<file path="src/rtl/zsdram_port_arbiter.sv">
// Two-requester arbiter in front of the 4-word SDRAM glue port: M0 (scan-out reads)
// has priority, M1 (draw engine) is guaranteed a grant after STARVE_LIMIT M0 wins.
module zsdram_port_arbiter #(
    parameter int STARVE_LIMIT = 4,
    parameter int TIMEOUT_CYC  = 4096
) (
    input  logic        clk,
    input  logic        rst_n,
    input  logic        en,
    input  logic        m0_rd_req,
    input  logic [23:0] m0_rd_addr,
    output logic [63:0] m0_rd_data,
    output logic        m0_rd_done,
    input  logic        m1_rd_req,
    input  logic [23:0] m1_rd_addr,
    output logic [63:0] m1_rd_data,
    output logic        m1_rd_done,
    input  logic        m1_wr_req,
    input  logic [23:0] m1_wr_addr,
    input  logic [63:0] m1_wr_data,
    output logic        m1_wr_done,
    output logic        sd_rd_req,
    output logic [23:0] sd_rd_addr,
    input  logic [63:0] sd_rd_data,
    input  logic        sd_rd_done,
    output logic        sd_wr_req,
    output logic [23:0] sd_wr_addr,
    output logic [63:0] sd_wr_data,
    input  logic        sd_wr_done,
    output logic        busy,
    output logic        timeout_err
);

    localparam int SW = (STARVE_LIMIT < 1) ? 1 : $clog2(STARVE_LIMIT + 1);
    localparam int TW = (TIMEOUT_CYC < 2) ? 1 : $clog2(TIMEOUT_CYC + 1);

    typedef enum logic [1:0] {
        ST_IDLE  = 2'd0,
        ST_GRANT = 2'd1,
        ST_DONE  = 2'd2
    } state_t;

    state_t          state_r, state_s;
    logic            m1_owner_r, m1_owner_s;
    logic            wr_op_r, wr_op_s;
    logic [SW-1:0]   starve_cnt_r, starve_cnt_s;
    logic [TW-1:0]   tmo_cnt_r, tmo_cnt_s;
    logic            sd_rd_req_r, sd_rd_req_s;
    logic            sd_wr_req_r, sd_wr_req_s;
    logic [23:0]     sd_rd_addr_r, sd_rd_addr_s;
    logic [23:0]     sd_wr_addr_r, sd_wr_addr_s;
    logic [63:0]     sd_wr_data_r, sd_wr_data_s;
    logic [63:0]     m0_rd_data_r, m0_rd_data_s;
    logic [63:0]     m1_rd_data_r, m1_rd_data_s;
    logic            m0_rd_done_r, m0_rd_done_s;
    logic            m1_rd_done_r, m1_rd_done_s;
    logic            m1_wr_done_r, m1_wr_done_s;
    logic            busy_r, busy_s;
    logic            timeout_err_r, timeout_err_s;

    logic            m1_pend_s;
    logic            m0_wins_s;
    logic            done_hit_s;
    logic            tmo_hit_s;

    // Saturating increment of the starvation counter.
    function automatic logic [SW-1:0] starve_inc(input logic [SW-1:0] cnt);
        if (cnt == SW'(STARVE_LIMIT)) begin
            starve_inc = cnt;
        end else begin
            starve_inc = cnt + SW'(1);
        end
    endfunction

    // Arbitration decision and completion detection.
    always_comb begin
        m1_pend_s  = m1_rd_req | m1_wr_req;
        m0_wins_s  = m0_rd_req & ~(m1_pend_s & (starve_cnt_r == SW'(STARVE_LIMIT)));
        done_hit_s = wr_op_r ? sd_wr_done : sd_rd_done;
        tmo_hit_s  = (tmo_cnt_r == TW'(TIMEOUT_CYC - 1));
    end

    // Next-state and next-output logic; every output is registered.
    always_comb begin
        state_s       = state_r;
        m1_owner_s    = m1_owner_r;
        wr_op_s       = wr_op_r;
        starve_cnt_s  = starve_cnt_r;
        tmo_cnt_s     = tmo_cnt_r;
        sd_rd_req_s   = sd_rd_req_r;
        sd_wr_req_s   = sd_wr_req_r;
        sd_rd_addr_s  = sd_rd_addr_r;
        sd_wr_addr_s  = sd_wr_addr_r;
        sd_wr_data_s  = sd_wr_data_r;
        m0_rd_data_s  = m0_rd_data_r;
        m1_rd_data_s  = m1_rd_data_r;
        m0_rd_done_s  = 1'b0;
        m1_rd_done_s  = 1'b0;
        m1_wr_done_s  = 1'b0;
        timeout_err_s = timeout_err_r;

        case (state_r)
            ST_IDLE: begin
                if (en && (m0_rd_req || m1_pend_s)) begin
                    state_s   = ST_GRANT;
                    tmo_cnt_s = '0;
                    if (m0_wins_s) begin
                        m1_owner_s   = 1'b0;
                        wr_op_s      = 1'b0;
                        sd_rd_req_s  = 1'b1;
                        sd_rd_addr_s = m0_rd_addr;
                        starve_cnt_s = m1_pend_s ? starve_inc(starve_cnt_r) : '0;
                    end else if (m1_wr_req) begin
                        m1_owner_s   = 1'b1;
                        wr_op_s      = 1'b1;
                        sd_wr_req_s  = 1'b1;
                        sd_wr_addr_s = m1_wr_addr;
                        sd_wr_data_s = m1_wr_data;
                        starve_cnt_s = '0;
                    end else begin
                        m1_owner_s   = 1'b1;
                        wr_op_s      = 1'b0;
                        sd_rd_req_s  = 1'b1;
                        sd_rd_addr_s = m1_rd_addr;
                        starve_cnt_s = '0;
                    end
                end else if (!m1_pend_s) begin
                    starve_cnt_s = '0;
                end else begin
                    starve_cnt_s = starve_cnt_r;
                end
            end

            ST_GRANT: begin
                // A controller done wins over a timeout landing on the same edge.
                if (done_hit_s || tmo_hit_s) begin
                    state_s     = ST_DONE;
                    tmo_cnt_s   = '0;
                    sd_rd_req_s = 1'b0;
                    sd_wr_req_s = 1'b0;
                    if (!done_hit_s) begin
                        timeout_err_s = 1'b1;
                    end else begin
                        timeout_err_s = timeout_err_r;
                    end
                    if (!m1_owner_r) begin
                        m0_rd_done_s = 1'b1;
                        m0_rd_data_s = done_hit_s ? sd_rd_data : 64'd0;
                    end else if (wr_op_r) begin
                        m1_wr_done_s = 1'b1;
                    end else begin
                        m1_rd_done_s = 1'b1;
                        m1_rd_data_s = done_hit_s ? sd_rd_data : 64'd0;
                    end
                end else begin
                    tmo_cnt_s = tmo_cnt_r + TW'(1);
                end
            end

            ST_DONE: begin
                state_s = ST_IDLE;
            end

            default: begin
                state_s     = ST_IDLE;
                sd_rd_req_s = 1'b0;
                sd_wr_req_s = 1'b0;
                tmo_cnt_s   = '0;
            end
        endcase

        busy_s = (state_s != ST_IDLE);
    end

    // State and output registers.
    always_ff @(posedge clk or negedge rst_n) begin
        if (!rst_n) begin
            state_r       <= ST_IDLE;
            m1_owner_r    <= 1'b0;
            wr_op_r       <= 1'b0;
            starve_cnt_r  <= '0;
            tmo_cnt_r     <= '0;
            sd_rd_req_r   <= 1'b0;
            sd_wr_req_r   <= 1'b0;
            sd_rd_addr_r  <= 24'd0;
            sd_wr_addr_r  <= 24'd0;
            sd_wr_data_r  <= 64'd0;
            m0_rd_data_r  <= 64'd0;
            m1_rd_data_r  <= 64'd0;
            m0_rd_done_r  <= 1'b0;
            m1_rd_done_r  <= 1'b0;
            m1_wr_done_r  <= 1'b0;
            busy_r        <= 1'b0;
            timeout_err_r <= 1'b0;
        end else begin
            state_r       <= state_s;
            m1_owner_r    <= m1_owner_s;
            wr_op_r       <= wr_op_s;
            starve_cnt_r  <= starve_cnt_s;
            tmo_cnt_r     <= tmo_cnt_s;
            sd_rd_req_r   <= sd_rd_req_s;
            sd_wr_req_r   <= sd_wr_req_s;
            sd_rd_addr_r  <= sd_rd_addr_s;
            sd_wr_addr_r  <= sd_wr_addr_s;
            sd_wr_data_r  <= sd_wr_data_s;
            m0_rd_data_r  <= m0_rd_data_s;
            m1_rd_data_r  <= m1_rd_data_s;
            m0_rd_done_r  <= m0_rd_done_s;
            m1_rd_done_r  <= m1_rd_done_s;
            m1_wr_done_r  <= m1_wr_done_s;
            busy_r        <= busy_s;
            timeout_err_r <= timeout_err_s;
        end
    end

    assign sd_rd_req   = sd_rd_req_r;
    assign sd_wr_req   = sd_wr_req_r;
    assign sd_rd_addr  = sd_rd_addr_r;
    assign sd_wr_addr  = sd_wr_addr_r;
    assign sd_wr_data  = sd_wr_data_r;
    assign m0_rd_data  = m0_rd_data_r;
    assign m1_rd_data  = m1_rd_data_r;
    assign m0_rd_done  = m0_rd_done_r;
    assign m1_rd_done  = m1_rd_done_r;
    assign m1_wr_done  = m1_wr_done_r;
    assign busy        = busy_r;
    assign timeout_err = timeout_err_r;

endmodule
</file>
<file path="config.mk">
export PLATFORM = sky130hd
export DESIGN_NAME = zsdram_port_arbiter
export DESIGN_NICKNAME = d
export VERILOG_FILES = /design/src/rtl/zsdram_port_arbiter.sv
export SDC_FILE = /design/constraint.sdc
export NUM_CORES = 1
export LEC_CHECK = 0
export BUFFER_PORTS_ARGS = -buffer_cell sky130_fd_sc_hd__buf_2
export CORE_AREA = 2 2 179 181
export CTS_CLUSTER_DIAMETER = 60
export DETAILED_ROUTE_END_ITERATION = 16
export DIE_AREA = 0 0 181 183
export PLACE_DENSITY_LB_ADDON = 0.3
export SLEW_MARGIN = 10
export SYNTH_ARGS = -nofsm -noshare
export SYNTH_HDL_FRONTEND = slang
export SYNTH_SLANG_ARGS = --single-unit
</file>
<file path="constraint.sdc">
create_clock -name clk -period 3.6 [get_ports clk]
set_input_delay 0.54 -clock clk [delete_from_list [all_inputs] [get_ports clk]]
set_output_delay 0.54 -clock clk [all_outputs]
set_load 0.05 [all_outputs]
</file>
==> run_results.csv, run 1 <==
group,metric,value,unit
run_status,status,"finished clean",
synth,synth_edf_count,0,
placed_design,gp_congestion,0.772,
placed_design,port_buffers,454,
route,wl,29.1,mm
die,dieArea,33100,µm²
cells_and_area,drive_above_1_share,52.2,%
synth,synth_compound_area_share,14.7,%
synth,synth_cells,725,
timing,fmax,0.419,GHz
setup_path,arrival,2.82,ns
die,pin_count,455,
route,num_vias,7915,
cts,root_buffer,"clkbuf_16",
cts,cts.sinks,267,
route,postRouteAntennaNets,0,
placed_design,place_inst,1544,
cts,clk_pin_slew,0.06,ns
setup_path,worstRegToRegCells,6,
global_routing,grt_usage,17.0,%
cts,cts_resized,0,
global_routing,grt_pass1_vias,7939,
synth,synth.distinct_cells,47,
timing,clock_skew,0.0119,ns
die,die_height,183,µm
synth,async_flop_share,100,%
global_routing,grt_overflow_total,0,
route,drt_pre_antenna_iters,4,
setup_path,r2r_start,"tmo_cnt_r[1]$_DFFE_PN0P_",
setup_path,cp_slowest_cell,"nor4_4",
synth,ys_seq_area_share,64.6,%
power_and_ir_drop,vdd.ir_drop.worst,0.000755,V
setup_path,worstReg2RegEnd,"m1_rd_data[2]$_DFFE_PN0P_",
global_routing,grt_pass1_wl,45.3,mm
synth,synthAdderAreaFrac,0.363,%
synth,yosys.area.top_type,"dfrtp_1",
die,core_area,31200,µm²
cts,cts_setup_buffers,0,
setup_path,cp-end-kind,"flip-flop",
cts,cts_hold_buf,0,
setup_path,r2r_slack,1.21,ns
setup_path,cp_data_required_time,4.03,ns
route,wl_per_cell,18.2,µm
synth,synth_area,10300,µm²
synth,yosys_warnings,0,
power_and_ir_drop,power.density,1190,nW/µm²
setup_path,crit_path_start,"tmo_cnt_r[1]$_DFFE_PN0P_",
route,first_iter_violations,382,
cells_and_area,area.growth.synth_to_final,35.6,%
setup_path,cp-endpoint,"m1_rd_data[2]$_DFFE_PN0P_",
global_routing,grt_max_degree,93,
synth,syn_nets,936,
route,via_per_inst,4.95,
timing,final.period_utilization,66.3,%
cts,cts_tree,"done",
power_and_ir_drop,power.leakage,7.11,nW
synth,synth_area_leaders,"dfrtp_1 65%, a22o_1 11%, mux2_2 9.8%",
route,drc_errors,0,
timing,fin_crit,2.39,ns
synth,syn_avg_cell_area,14.3,µm²
setup_path,max_stage_delay,0.60,ns
setup_path,worst-path-max-fanout,65,
timing,setup_violations,0,
setup_path,start_kind,"flip-flop",
cells_and_area,nFillCells,2946,
timing,max-slew-margin-rel,31.8,%
timing,finalSetupTns,0,ns
synth,synth_top_family_by_area,"compound AO/OA/AOI/OAI gates",
timing,hold_viol,0,
cells_and_area,final_common_cell,"buf_2",
cells_and_area,final_cell_mix,"453 x buf_2, 267 x dfrtp_1, 133 x a22o_1",
synth,yosys.area_share.simple,4.54,%
die,rows,65,
synth,synth.mux.area_fraction,12.3,%
setup_path,worstPathCellList,"ha_1 > nand3_2 > nor4_4 > o21ai_4 > buf_4 > a22o_1",
timing,worst_pin_slew,1.02,ns
synth,ys_ff_latch,267,
timing,report.final.slew_viol_count,0,
cts,clock_latency,0.55,ns
global_routing,antenna_found_initial,5,
cells_and_area,nNetsFinal,1385,
die,start_util,33.1,%
die,die_width,181,µm
cts,htree_levels,1,
synth,synthFlopType,"dfrtp_1",
placed_design,hpwl,20.5,mm
cts,cts_buffer_depth,3,
flow_run,maxCapViolCount,0,
synth,synth_top_area_share,64.6,%
synth,synthXorXnorAreaFrac,0.0847,%
cells_and_area,fin_cells,1600,
cts,numCtsBuffers,30,
min_path,hold_path_class,"in2async",
setup_path,worst-setup-path-type,"reg2reg",
timing,rsz0062_at_grt,"false",
worst min-delay path by stage:
stage	from	endpoint	slack [ns]
2_1_floorplan	rst_n	busy$_DFF_PN0_	0.24
3_3_place_gp	timeout_err$_DFFE_PN0P_	timeout_err$_DFFE_PN0P_	0.44
3_5_place_dp	timeout_err$_DFFE_PN0P_	timeout_err$_DFFE_PN0P_	0.45
4_1_cts	rst_n	m0_rd_data[15]$_DFFE_PN0P_	0.04
5_1_grt	rst_n	m0_rd_data[15]$_DFFE_PN0P_	0.08
6_report	rst_n	m0_rd_data[15]$_DFFE_PN0P_	0.04
critical path, delay by kind of cell, from the launching register on:
kind	cells	cell delay, ns
compound gates	2	0.42
flops	1	0.39
buf+inv	1	0.35
fa+ha+maj	1	0.23
simple gates	2	0.81
cell families (layout without fill, tap and decap cells):
group	Yosys count	after routing
compound gates	190	190
xor+xnor	1	1
fa+ha+maj	3	3
buf+inv	59	531
flops	267	267
mux	115	115
other cells	0	1
simple gates	90	90
registers in the layout (all words and copies together) (netlist names), 2 cells and up:
name,count
state_r,2
sd_wr_addr,24
starve_cnt_r,3
m1_rd_data,64
sd_rd_addr,24
tmo_cnt_r,13
m0_rd_data,64
sd_wr_data,64
cell type report:
| type | instances | area, µm² | area share [%] |
|---|---|---|---|
| repair buffers | 467 | 2430 | 17.3 |
| multi-input cells | 399 | 3340 | 23.8 |
| inverters | 9 | 33.8 | 0.241 |
| well taps | 402 | 503 | 3.59 |
| clock inverters | 13 | 155 | 1.11 |
| diodes | 1 | 2.50 | 0.0178 |
| clock buffers | 42 | 877 | 6.25 |
| flip-flops and latches | 267 | 6680 | 47.6 |
layer usage:
metal	vias to the layer above	GRT usage [%]	share of wire, %
li1	3585	-	-
met1	3917	21.6	41
met2	350	27.7	47
met3	57	5.04	8.6
met4	6	5.69	3.5
met5	-	0	0.14
cells in the mapped netlist (2+ instances only):
library cell,count
ha_1,3
a211oi_2,2
buf_4,2
nand3_1,6
mux2_2,90
buf_2,26
a21oi_1,25
nor2_1,37
or4_1,2
inv_1,9
buf_1,6
or3b_2,2
clkbuf_1,4
o21ai_2,2
buf_6,12
and2_1,4
a22o_1,133
dfrtp_1,267
a21o_1,3
o21ai_0,11
a31oi_1,5
or3_1,5
nand4_1,5
mux2i_1,24
nand2_1,14
nor3_1,5
report_power, final:
group / internal [mW] / switching (mW) / leakage (nW)
Sequential: 4.35 / 0.716 / 3.29
Clock: 1.91 / 1.23 / 0.513
Combinational: 2.19 / 6.33 / 3.31
Total: 8.45 / 8.27 / 7.11
through the flow:
| stage | hold WS, ns | setup slack (ns) | total power, mW | utilization, % | area, µm² |
|---|---|---|---|---|---|
| floorplan | 0.244 | 1.67 | 11.5 | - | 10300 |
| global placement | 0.437 | 1.27 | 13.6 | 41.6 | 13000 |
| detailed placement | 0.453 | 1.24 | 13.7 | 41.6 | 13000 |
| CTS | 0.0365 | 1.22 | 16.9 | 44.9 | 14000 |
| global route | 0.0780 | 1.05 | 17.5 | 44.9 | 14000 |
| finish | 0.0413 | 1.21 | 16.7 | 44.9 | 14000 |
Power figures use the tool's default switching activity.
==> inputs of run 2 (changes only) <==
- ABC_AREA: not set -> 1
- CORE_AREA: 2 2 179 181 -> 2 2 177 179
- DIE_AREA: 0 0 181 183 -> 0 0 179 181
- clock period: 3.6 -> 2.4 ns (I/O delays scaled with it)
==> run 2 against run 1 <==
  * Total power rose by 55%
  * Core utilization increased by 5.7 points
  * Setup slack lost 0.87 ns
  * Clock power grew 58%
  * Final area up 9.6%
  * Final cell count rose by 36%
  * Register-to-register slack worse by 0.87 ns
  * Sequential cell count stayed put
==> run_results.csv, run 2 <==
group,metric,value,unit
synth,synth_compound_area_share,7.12,%
timing,worst_pin_slew,0.738,ns
cts,numCtsBuffers,31,
synth,synth_area_leaders,"dfrtp_1 63%, nand2_1 23%, o21ai_1 5.8%",
die,pin_count,455,
cells_and_area,drive_above_1_share,31.5,%
min_path,hold-path-cell-count,3,
synth,synth_top_area_share,62.5,%
setup_path,worstPathCellList,"ha_1 > nand3_1 > inv_1 > nand2_1 > o21bai_4 > nand3_4 > buf_12 > nand2_1 > o21ai_1",
placed_design,place_ws,0.335,ns
die,die_width,179,µm
cts,clock_latency,0.55,ns
synth,synth.distinct_cells,27,
timing,fin_crit,2.06,ns
cts,cts_buffer_depth,3,
setup_path,crit_family,"simple AND/OR/NAND/NOR gates",
route,wl,32.2,mm
power_and_ir_drop,power.density,1690,nW/µm²
setup_path,cp_data_required_time,2.84,ns
timing,postLayoutSetupSlackWorst,0.340,ns
placed_design,hpwl,22.5,mm
timing,rsz0062_at_grt,"false",
setup_path,r2r_start,"tmo_cnt_r[0]$_DFFE_PN0P_",
setup_path,r2r_slack,0.34,ns
min_path,hold_path_class,"in2reg",
route,drt_pre_antenna_iters,7,
route,via_per_inst,4.60,
setup_path,arrival,2.50,ns
global_routing,grt_pass1_vias,10000,
placed_design,gp_congestion,0.821,
die,core_area,30300,µm²
timing,clock_skew,0.0157,ns
route,first_iter_violations,546,
route,wl_per_cell,14.9,µm
synth,ys_seq_area_share,62.5,%
route,num_vias,9966,
global_routing,grt_usage,19.6,%
timing,finalSetupTns,0,ns
run_status,status,"finished clean",
setup_path,cp_slowest_cell,"dfrtp_1",
setup_path,max_stage_delay,0.39,ns
die,start_util,35.2,%
timing,report.final.slew_viol_count,0,
setup_path,worst-path-max-fanout,27,
cells_and_area,final_cell_mix,"647 x nand2_1, 453 x buf_2, 267 x dfrtp_1",
cells_and_area,final_area,15400,µm²
synth,synth_edf_count,0,
cts,cts.sinks,267,
timing,setup_violations,0,
cts,clk_pin_slew,0.06,ns
timing,fmax,0.485,GHz
route,drc_errors,0,
cts,cts_setup_buffers,0,
global_routing,grt_pass1_wl,51.1,mm
cts,cts_tree,"done",
global_routing,antenna_found_initial,2,
synth,syn_avg_cell_area,8.79,µm²
setup_path,worstSetupPathDepth,9,
setup_path,worstRegToRegCells,9,
global_routing,grt_overflow_total,0,
setup_path,cp-end-kind,"flip-flop",
setup_path,worst-setup-path-type,"reg2reg",
setup_path,start_kind,"flip-flop",
flow_run,maxCapViolCount,0,
synth,synthTopCellsByCount,"648 x nand2_1, 267 x dfrtp_1, 124 x o21ai_1",
synth,synth_area,10700,µm²
setup_path,worst-path-buf-inv,2,
timing,hold_viol,0,
synth,synth_top_family_by_area,"simple AND/OR/NAND/NOR gates",
setup_path,worstReg2RegEnd,"m1_rd_data[29]$_DFFE_PN0P_",
cts,htree_levels,1,
synth,synthAdderAreaFrac,0.351,%
cells_and_area,final_common_cell,"nand2_1",
die,die_height,181,µm
route,postRouteAntennaNets,0,
synth,synth_cells,1215,
setup_path,crit_top_cell,"nand2_1",
die,rows,64,
placed_design,port_buffers,454,
min_path,min_from,"m1_wr_data[57]",
timing,max-slew-margin-rel,50.8,%
synth,yosys.area_share.simple,25.3,%
cells_and_area,nNetsFinal,1958,
global_routing,grt_max_degree,90,
die,dieArea,32400,µm²
synth,syn_nets,1426,
synth,synthFlopType,"dfrtp_1",
placed_design,place_area,13500,µm²
synth,synth.mux.area_fraction,0,%
synth,async_flop_share,100,%
synth,ys_ff_latch,267,
synth,yosysMostFrequentCell,"nand2_1",
cells_and_area,area.growth.synth_to_final,43.9,%
synth,yosys_warnings,0,
cells_and_area,postLayoutCoreUtil,50.7,%
synth,synthXorXnorAreaFrac,0.0820,%
power_and_ir_drop,vdd.ir_drop.worst,0.00101,V
min_path,whs_endpoint,"sd_wr_data[57]$_DFFE_PN0P_",
timing,final.period_utilization,85.8,%
power_and_ir_drop,power.leakage,8.55,nW
cts,root_buffer,"clkbuf_16",
synth,yosys.area.top_type,"dfrtp_1",
-- run 2: cell types whose count changed after synthesis, sizes merged, moves of 5 or more --
cell,before,now
a22o,134,0
nand2,14,651
nand4,6,1
a21oi,25,4
a31oi,5,0
mux2i,24,0
nand3,7,14
mux2,91,0
or3,5,0
clkbuf,4,15
o21ai,13,139
inv,9,35
nor2,37,28
-- run 2: logic make-up after synthesis --
kind of cell             count (synthesis)
AND/OR/NAND/NOR                        701
buffers and inverters                   97
XOR/XNOR                                 1
adder cells (fa/ha/maj)                  3
AO/OA/AOI/OAI                          146
flip-flops                             267
-- run 2: metrics by stage --
step	hold slack [ns]	total power, mW	std cells
floorplan	0.0644	17.4	1215
global placement	0.377	20.8	2035
detailed placement	0.381	21.0	2035
CTS	0.00120	26.1	2167
global route	0.0153	27.4	2168
finish	0.0295	25.9	2168
-- run 2: repair_timing --
| item | in CTS | in global routing |
|---|---|---|
| hold buffers | 75 | 0 |
| endpoints found under the hold margin | 135 | 0 |
| resized for setup | 0 | 0 |
-- run 2: worst max path at each step --
stage | end | from
4_1_cts | m1_rd_data[29]$_DFFE_PN0P_ | tmo_cnt_r[0]$_DFFE_PN0P_
2_1_floorplan | m0_rd_data[54]$_DFFE_PN0P_ | tmo_cnt_r[0]$_DFFE_PN0P_
3_3_place_gp | m1_rd_data[38]$_DFFE_PN0P_ | tmo_cnt_r[0]$_DFFE_PN0P_
6_report | m1_rd_data[29]$_DFFE_PN0P_ | tmo_cnt_r[0]$_DFFE_PN0P_
3_5_place_dp | m1_rd_data[49]$_DFFE_PN0P_ | tmo_cnt_r[0]$_DFFE_PN0P_
5_1_grt | m1_rd_data[29]$_DFFE_PN0P_ | tmo_cnt_r[0]$_DFFE_PN0P_
-- run 2: layer usage --
layer  wire length, µm  global-route usage, %  vias to the layer above
met5                11                      0                        -
met4              1260                   7.25                        2
met3              2670                   4.82                       70
met2             15500                   34.0                      381
met1             12700                   23.2                     4648
li1                  -                      -                     4865
-- run 2: area by class of cell --
| type | count | area (µm²) |
|---|---|---|
| multi-input cells | 851 | 3530 |
| well taps | 396 | 495 |
| clock inverters | 14 | 193 |
| repair buffers | 561 | 3440 |
| clock buffers | 43 | 901 |
| fillers | 2848 | 15000 |
| flip-flops and latches | 267 | 6680 |
| inverters | 35 | 131 |
| diodes | 1 | 2.50 |
-- run 2: where the power goes --
| part | switching (mW) | internal [mW] |
|---|---|---|
| registers | 1.14 | 6.57 |
| clock network | 1.89 | 3.05 |
| logic | 10.4 | 2.83 |
| total | 13.5 | 12.5 |
-- run 2: tightest hold or removal path: stages --
cell	delay, ns
buf_2	0.08
nand2_1	0.05
nand2_1	0.05
